## src/rtl/piso_tx_pkg.sv

```systemverilog
// Shared types and width helpers for the piso_tx serial transmitter.
package piso_tx_pkg;

  typedef enum logic [1:0] {
    IDLE   = 2'd0,
    SHIFT  = 2'd1,
    PARITY = 2'd2
  } state_e;

  // Bit counter must hold WIDTH itself after the final increment.
  function automatic int unsigned bitcnt_width(input int unsigned width);
    return $clog2(width + 1);
  endfunction

  function automatic int unsigned divcnt_width(input int unsigned div);
    return (div <= 1) ? 1 : $clog2(div);
  endfunction

endpackage

```

## src/rtl/piso_tx_baud.sv

```systemverilog
// Bit-period divider for piso_tx: tick marks the last cycle of each DIV-cycle period.
module piso_tx_baud
  import piso_tx_pkg::*;
#(
  parameter int unsigned DIV = 1
) (
  input  logic clk,
  input  logic clear,
  input  logic run,
  output logic tick
);

  localparam int unsigned     DCW  = divcnt_width(DIV);
  localparam logic [DCW-1:0]  LAST = DCW'(DIV - 1);

  logic [DCW-1:0] divcnt_q, divcnt_d;

  always_comb begin
    tick = run && (divcnt_q == LAST);
    if (!run || tick) begin
      divcnt_d = '0;
    end else begin
      divcnt_d = divcnt_q + 1'b1;
    end
  end

  always_ff @(posedge clk or posedge clear) begin
    if (clear) begin
      divcnt_q <= '0;
    end else begin
      divcnt_q <= divcnt_d;
    end
  end

endmodule

```

## src/rtl/piso_tx.sv

```systemverilog
// Parallel-in serial-out transmitter: valid/ready word in, LSB-first on sout, one bit per DIV clocks.
// Define PISO_TX_PARITY_EN to append an even-parity bit after the MSB.
module piso_tx
  import piso_tx_pkg::*;
#(
  parameter int unsigned WIDTH = 4,
  parameter int unsigned DIV   = 1
) (
  input  logic             clk,
  input  logic             clear,
  input  logic [WIDTH-1:0] din,
  input  logic             din_valid,
  output logic             din_ready,
  output logic             sout,
  output logic             bit_stb,
  output logic             busy,
  output logic             done
);

  localparam int unsigned    BCW      = bitcnt_width(WIDTH);
  localparam logic [BCW-1:0] LAST_BIT = BCW'(WIDTH - 1);

  state_e           state_q, state_d;
  logic [WIDTH-1:0] sreg_q, sreg_d;
  logic [BCW-1:0]   bitcnt_q, bitcnt_d;
  logic             tick;
`ifdef PISO_TX_PARITY_EN
  logic             par_q, par_d;
`endif

  piso_tx_baud #(.DIV(DIV)) u_baud (
    .clk   (clk),
    .clear (clear),
    .run   (busy),
    .tick  (tick)
  );

  // Kept apart from the FSM block so busy -> tick -> next-state is not seen as a loop.
  always_comb begin
    busy      = (state_q != IDLE);
    din_ready = (state_q == IDLE) && !clear;
    bit_stb   = tick;
  end

  always_comb begin
    state_d  = state_q;
    sreg_d   = sreg_q;
    bitcnt_d = bitcnt_q;
    sout     = 1'b0;
    done     = 1'b0;
`ifdef PISO_TX_PARITY_EN
    par_d    = par_q;
`endif
    case (state_q)
      IDLE: begin
        if (din_valid && din_ready) begin
          sreg_d   = din;
          bitcnt_d = '0;
`ifdef PISO_TX_PARITY_EN
          par_d    = ^din;
`endif
          state_d  = SHIFT;
        end
      end
      SHIFT: begin
        sout = sreg_q[0];
        if (tick) begin
          sreg_d   = {1'b0, sreg_q[WIDTH-1:1]};
          bitcnt_d = bitcnt_q + 1'b1;
          if (bitcnt_q == LAST_BIT) begin
`ifdef PISO_TX_PARITY_EN
            state_d = PARITY;
`else
            state_d = IDLE;
            done    = 1'b1;
`endif
          end
        end
      end
`ifdef PISO_TX_PARITY_EN
      PARITY: begin
        sout = par_q;
        if (tick) begin
          state_d = IDLE;
          done    = 1'b1;
        end
      end
`endif
      default: state_d = IDLE;
    endcase
  end

  always_ff @(posedge clk or posedge clear) begin
    if (clear) begin
      state_q  <= IDLE;
      sreg_q   <= '0;
      bitcnt_q <= '0;
`ifdef PISO_TX_PARITY_EN
      par_q    <= 1'b0;
`endif
    end else begin
      state_q  <= state_d;
      sreg_q   <= sreg_d;
      bitcnt_q <= bitcnt_d;
`ifdef PISO_TX_PARITY_EN
      par_q    <= par_d;
`endif
    end
  end

endmodule

```

## config.mk

```make
export PLATFORM = sky130hd
export DESIGN_NAME = piso_tx
export DESIGN_NICKNAME = d
export VERILOG_FILES = /design/src/rtl/piso_tx_pkg.sv /design/src/rtl/piso_tx_baud.sv /design/src/rtl/piso_tx.sv
export SDC_FILE = /design/constraint.sdc
export NUM_CORES = 1
export LEC_CHECK = 0
export BUFFER_PORTS_ARGS = -buffer_cell sky130_fd_sc_hd__buf_2
export CAP_MARGIN = 20
export CORE_AREA = 2 2 39 41
export CTS_CLUSTER_DIAMETER = 100
export DETAILED_ROUTE_END_ITERATION = 8
export DIE_AREA = 0 0 41 43
export SYNTH_ARGS = -nofsm -noshare
export SYNTH_HDL_FRONTEND = slang
export SYNTH_SLANG_ARGS = --single-unit
```

## constraint.sdc

```tcl
create_clock -name clk -period 2.7 [get_ports clk]
set_clock_uncertainty 0.05 [all_clocks]
set_input_delay 0.54 -clock clk [delete_from_list [all_inputs] [get_ports clk]]
set_output_delay 0.54 -clock clk [all_outputs]
set_load 0.02 [all_outputs]
```

==> metrics.txt, run 1 <==
outcome=finished clean; Mapped Cells=44; Worst IR Drop VDD=0.2910 mV; ant diodes=0; unrepaired setup endpoints after global routing=false; All-Layer GR Usage=0.1154; non-filler cells, final=73; top post-synthesis cells by area=dfrtp_1 52%, ha_1 5.8%, nand3_1 5.8%; CTS tree=done; fin. max-slew vios=0; synthesized area per cell=9.782 um2; DRT Wirelength=829 um; pin count of the biggest net entering global routing=12; Resized cells post-CTS=0; Syn Std Cell Area=430.4 um2; critical path type=flop to output pin; ys async rst share=1.000; Post-CTS Setup Bufs=0; antenna viol nets, final=0; layout cell share with drive strength beyond 1=0.3158; P_leak=0.2615 nW; clock period minus worst slack=1.989 ns; area fraction of the dominant cell type after synthesis=0.5233; Clk pwr share=0.194; Clock Path Buffers=2; # hold bufs at CTS=0; highest-delay cell along the critical path=dfrtp_1; maximum clock frequency=0.5028 GHz; vias in the first global route=298; first drt pass iteration count=2; Clock Pin Slew Worst Setup and Hold Paths=0.06 ns; placed cell count=69; cell with the most instances after synthesis=dfrtp_1; initial antenna violation count=0; Reg power frac=0.426; Crit. End Element=output pin; first-pass GRT wire length=1311 um; cell-internal power=0.3303 mW; Worst EP arrival=1.40 ns; Max FO, Critical Path=11; Avg WL per Cell=11.36 um; row cnt=14; Die ar.=1763 um2; Synth cell types=17; Die Y=43 um; Final Power=0.5298 mW; Tightest Hold Check Type=input pin to asynchronous set/reset pin; Max Cap Viol=0; Setup-failing EPs final=0; sw power=0.1995 mW; # fillers=151; Initial Util=0.3110; die width=41 um; DP HPWL=590 um; H-Tree Depth=1; Layout area overhead=19.77%; Comb power frac=0.381; Setup TNS=0 ns; Critical Path Max Stage Delay=0.41 ns; power density over the cells=1028 nW/um2; GP Congestion=0.6850; CTS buffer count=3; I/O Buffers=11; DR vias=347; Post-synth EDFFs=0; synthesized flop and latch total=9; post-synthesis net count=53; Synth area leader=dfrtp_1; clock root buffer=clkbuf_4; final global-route overflow total=0; commonest cells in the netlist=9 x dfrtp_1, 5 x nand3_1, 5 x nor2_1; critical path cell sequence=nand2b_1 -> inv_1 -> buf_2; routed vias/inst=4.753; Ports=12; top_reg_cell synth=dfrtp_1; switching share of total power=0.3765; crit path launch type=flop; # clock sinks=9; Final Cycle Share=0.7366; Synth Warn #=0; WP data required=2.11 ns; Post-layout nets=67; # DRC=0; Final Hold Violating Endpoints=0; register area share after synthesis=0.5233; area of the core=1384 um2; Iteration-0 DRC Markers=2; worst-skew pair later-pin latency=0.26 ns
==> final timing paths <==
kind,startpoint,endpoint,slack [ns],cells after the start
worst max-delay path,state_q[0]$_DFFE_PP0P_,bit_stb,0.71,3
worst min-delay path,clear,state_q[0]$_DFFE_PP0P_,0.21,2
worst max register to register,state_q[0]$_DFFE_PP0P_,sreg_q[2]$_DFFE_PP0P_,1.39,4
worst min register to register,bitcnt_q[1]$_DFFE_PP0P_,bitcnt_q[1]$_DFFE_PP0P_,0.45,2
max in group asynchronous,clear,bitcnt_q[0]$_DFFE_PP0P_,2.13,2
min in group clk,bitcnt_q[1]$_DFFE_PP0P_,bitcnt_q[1]$_DFFE_PP0P_,0.45,2
==> power groups by stage <==
stage,Sequential (mW),Clock [mW],Combinational (mW)
after floorplan,0.228,0,0.152
after global placement,0.225,0,0.202
after detailed placement,0.227,0,0.203
after CTS,0.227,0.105,0.207
after global routing,0.233,0.114,0.231
final,0.226,0.103,0.202
==> kinds of logic after synthesis <==
logic type | share of synthesized area
other cells | 0.008713
compound gates | 0.1424
simple gates | 0.1948
fa+ha+maj | 0.05813
buf+inv | 0.07265
flops | 0.5233
==> placed cells by master (no fill, tap or decap), types with 2 or more instances in the layout <==
master	netlist	final
buf_2	1	11
dfrtp_1	9	9
nor2_1	5	5
nand3_1	5	5
inv_1	4	4
nand2_1	4	4
a21oi_1	3	3
clkbuf_4	0	3
o22ai_2	2	2
o21ai_1	2	2
ha_1	2	2
==> routing by layer <==
layer / GRT usage / vias up / part of all wire
met5: 0 / - / 0
met4: 0.06000 / 0 / 0.014
met3: 0.04712 / 3 / 0.048
met2: 0.1719 / 11 / 0.52
met1: 0.1353 / 162 / 0.41
li1: - / 171 / -
==> area by class of cell <==
cell class	instances	area [um2]	area share
Multi-Input combinational cell	29	173.9	0.3374
Timing Repair Buffer	11	55.05	0.1068
Sequential cell	9	225.2	0.4369
Clock buffer	4	26.28	0.05097
Inverter	4	15.01	0.02913
Tap cell	16	20.02	0.03883
==> registers in the layout, indices dropped and copies added (netlist names) <==
register	flops
state_q	1
sreg_q	4
u_baud.divcnt_q	1
bitcnt_q	3
==> critical path: cells and delay by family (launching register included) <==
| kind | cells | cell delay, ns |
|---|---|---|
| flops | 1 | 0.41 |
| simple gates | 1 | 0.34 |
| buf+inv | 2 | 0.38 |
==> metrics by stage <==
step	cell area [um2]	hold slack [ns]	utilization	worst slack [ns]
3_5_place_dp	489.2	0.4352	0.3535	0.9865
3_3_place_gp	489.2	0.4304	0.3535	1.023
2_1_floorplan	430.4	0.3179	-	1.059
4_1_cts	515.5	0.2088	0.3725	0.7024
6_report	515.5	0.2071	0.3725	0.7112
5_1_grt	515.5	0.2335	0.3725	0.6112
Note: power is estimated with default switching activity, not from simulation.
==> inputs of run 2 (changes only) <==
- clock period: 2.7 -> 1.7 ns (I/O delays scaled with it)
==> metrics.txt, run 2 (same netlist as run 1, synthesis figures left out) <==
DRT Wirelength=768 um (-7.4%); Post-layout nets=68 (+1.5%); crit path launch type=flop; Die ar.=1763 um2 (unchanged); reg2reg end=sreg_q[0]$_DFFE_PP0P_; R2R cell count=3 (-1); Final Hold Violating Endpoints=0 (unchanged); clock period minus worst slack=1.652 ns; maximum clock frequency=0.6052 GHz; I/O Buffers=11 (unchanged); Crit. End Element=output pin; CTS buffer count=3 (unchanged); # clock sinks=9 (unchanged); Critical Path Max Stage Delay=0.40 ns (about the same); Max FO, Critical Path=3 (-8); WP data required=1.31 ns (-0.80 ns); Buf+Inv Stages, Crit Path=2 (unchanged); Setup-failing EPs final=0 (unchanged); DR vias=335 (-3.5%); Iteration-0 DRC Markers=1 (-1); fin. max-slew vios=0 (unchanged); routed vias/inst=4.527 (-4.8%); # DRC=0 (unchanged); Avg WL per Cell=10.38 um (-8.6%); Clock Path Buffers=2 (unchanged); Post-DP Area=496.7 um2 (+1.5%); antenna viol nets, final=0 (unchanged); final global-route overflow total=0 (unchanged); Worst setup startpoint=bitcnt_q[0]$_DFFE_PP0P_; pin count of the biggest net entering global routing=12 (unchanged); Die Y=43 um (unchanged); Worst EP arrival=1.26 ns (-0.14 ns); die width=41 um (unchanged); critical path type=flop to output pin; vias in the first global route=268 (-10%); Initial Util=0.3110 (unchanged); Max Cap Viol=0 (unchanged); highest-delay cell along the critical path=dfrtp_1; Ports=12 (unchanged); max reg flops=4 (unchanged); reg2reg start=state_q[0]$_DFFE_PP0P_; Reg area=225.2 um2 (unchanged); # fillers=146 (-3.3%); most frequent cells in the layout=10 x buf_2, 9 x dfrtp_1, 5 x nor2_1, 5 x nand3_1; Final Cycle Share=0.9720; area of the core=1384 um2 (unchanged); Layout area overhead=22.67%; layout cell share with drive strength beyond 1=0.3448 (+0.02904); All-Layer GR Usage=0.09909 (-0.01629); Biggest register=sreg_q; Setup TNS=0 ns (unchanged); # hold bufs at CTS=0 (unchanged); initial antenna violation count=0 (unchanged); CTS tree=done; power density over the cells=1606 nW/um2 (+56%); Final Power=0.8480 mW (+60%); multi-input combinational cell area=176.4 um2 (+1.4%); ant diodes=0 (unchanged); placed cell count=70 (+1.4%); unrepaired setup endpoints after global routing=false; first-pass GRT wire length=1055 um (-20%); GP Congestion=0.7256 (+5.9%); top flop regs=sreg_q (4), bitcnt_q (3); critical path cell sequence=ha_2 -> ha_1 -> inv_1 -> nor2_1 -> buf_4; commonest non-fill, non-tap cell in the layout=buf_2; H-Tree Depth=1 (unchanged); Post-CTS Setup Bufs=0 (unchanged); reg2reg setup slack=0.40 ns (-0.99 ns); non-filler cells, final=74 (+1.4%); P_leak=0.2641 nW (+0.99%); DP HPWL=537.6 um (-8.9%); worst-skew pair later-pin latency=0.26 ns (about the same); first drt pass iteration count=2 (unchanged); row cnt=14 (unchanged); Clock Pin Slew Worst Setup and Hold Paths=0.06 ns (about the same); clock root buffer=clkbuf_4; Final Cell Area=528.0 um2 (+2.4%); Worst IR Drop VDD=0.4202 mV (+44%); Crit path max-delay family=flip-flops; Tightest Hold Check Type=input pin to asynchronous set/reset pin; outcome=finished clean
run 2: changes by cell type in the layout (fill, tap and decap cells not counted):
cell,change
ha_2,+1
buf_2,-1
ha_1,-1
buf_4,+2
run 2: cell type report:
cell class,count,share of cell area
tap,16,0.03791
clock buffer,4,0.04976
sequential,9,0.4265
timing repair buffer,12,0.1232
multi-input combinational,29,0.3341
inverter,4,0.02844
run 2: worst max path at each step:
stage,end,slack [ns],depth (start not counted)
final,done,0.05,5
after global routing,done,0.007,5
after CTS,done,0.02,5
after detailed placement,done,0.31,5
after global placement,done,0.33,5
after floorplan,done,0.26,3
run 2: repair_timing:
item                                    in CTS  in global routing
endpoints found under the setup margin       0                  1
resized for setup                            0                  2
endpoints found under the hold margin        0                  0
run 2: power breakdown:
part           leakage (nW)  internal (mW)  switching [mW]
registers             0.108          0.300          0.0579
clock network        0.0150         0.0902          0.0710
logic                 0.141          0.143           0.185
total                 0.264          0.534           0.314
run 2: through the flow:
stage          setup slack, ns  hold slack (ns)  utilization
6_report               0.04757          0.01510       0.3816
2_1_floorplan           0.2589           0.1179            -
3_3_place_gp            0.3285           0.2910       0.3590
4_1_cts                0.01692          0.01970       0.3779
5_1_grt               0.006764          0.03172       0.3816
3_5_place_dp            0.3134           0.2991       0.3590
run 2: per-layer routing:
layer,global-route usage,share of wire
met5,0,0
met4,0.06000,0.012
met3,0.07853,0.053
met2,0.1344,0.47
met1,0.1020,0.47
run 2: worst register-to-register path: stages, from the launching register on:
cell and delay (ns):
dfrtp_1 0.42, or3b_4 0.49, o22ai_1 0.16, a21oi_1 0.06
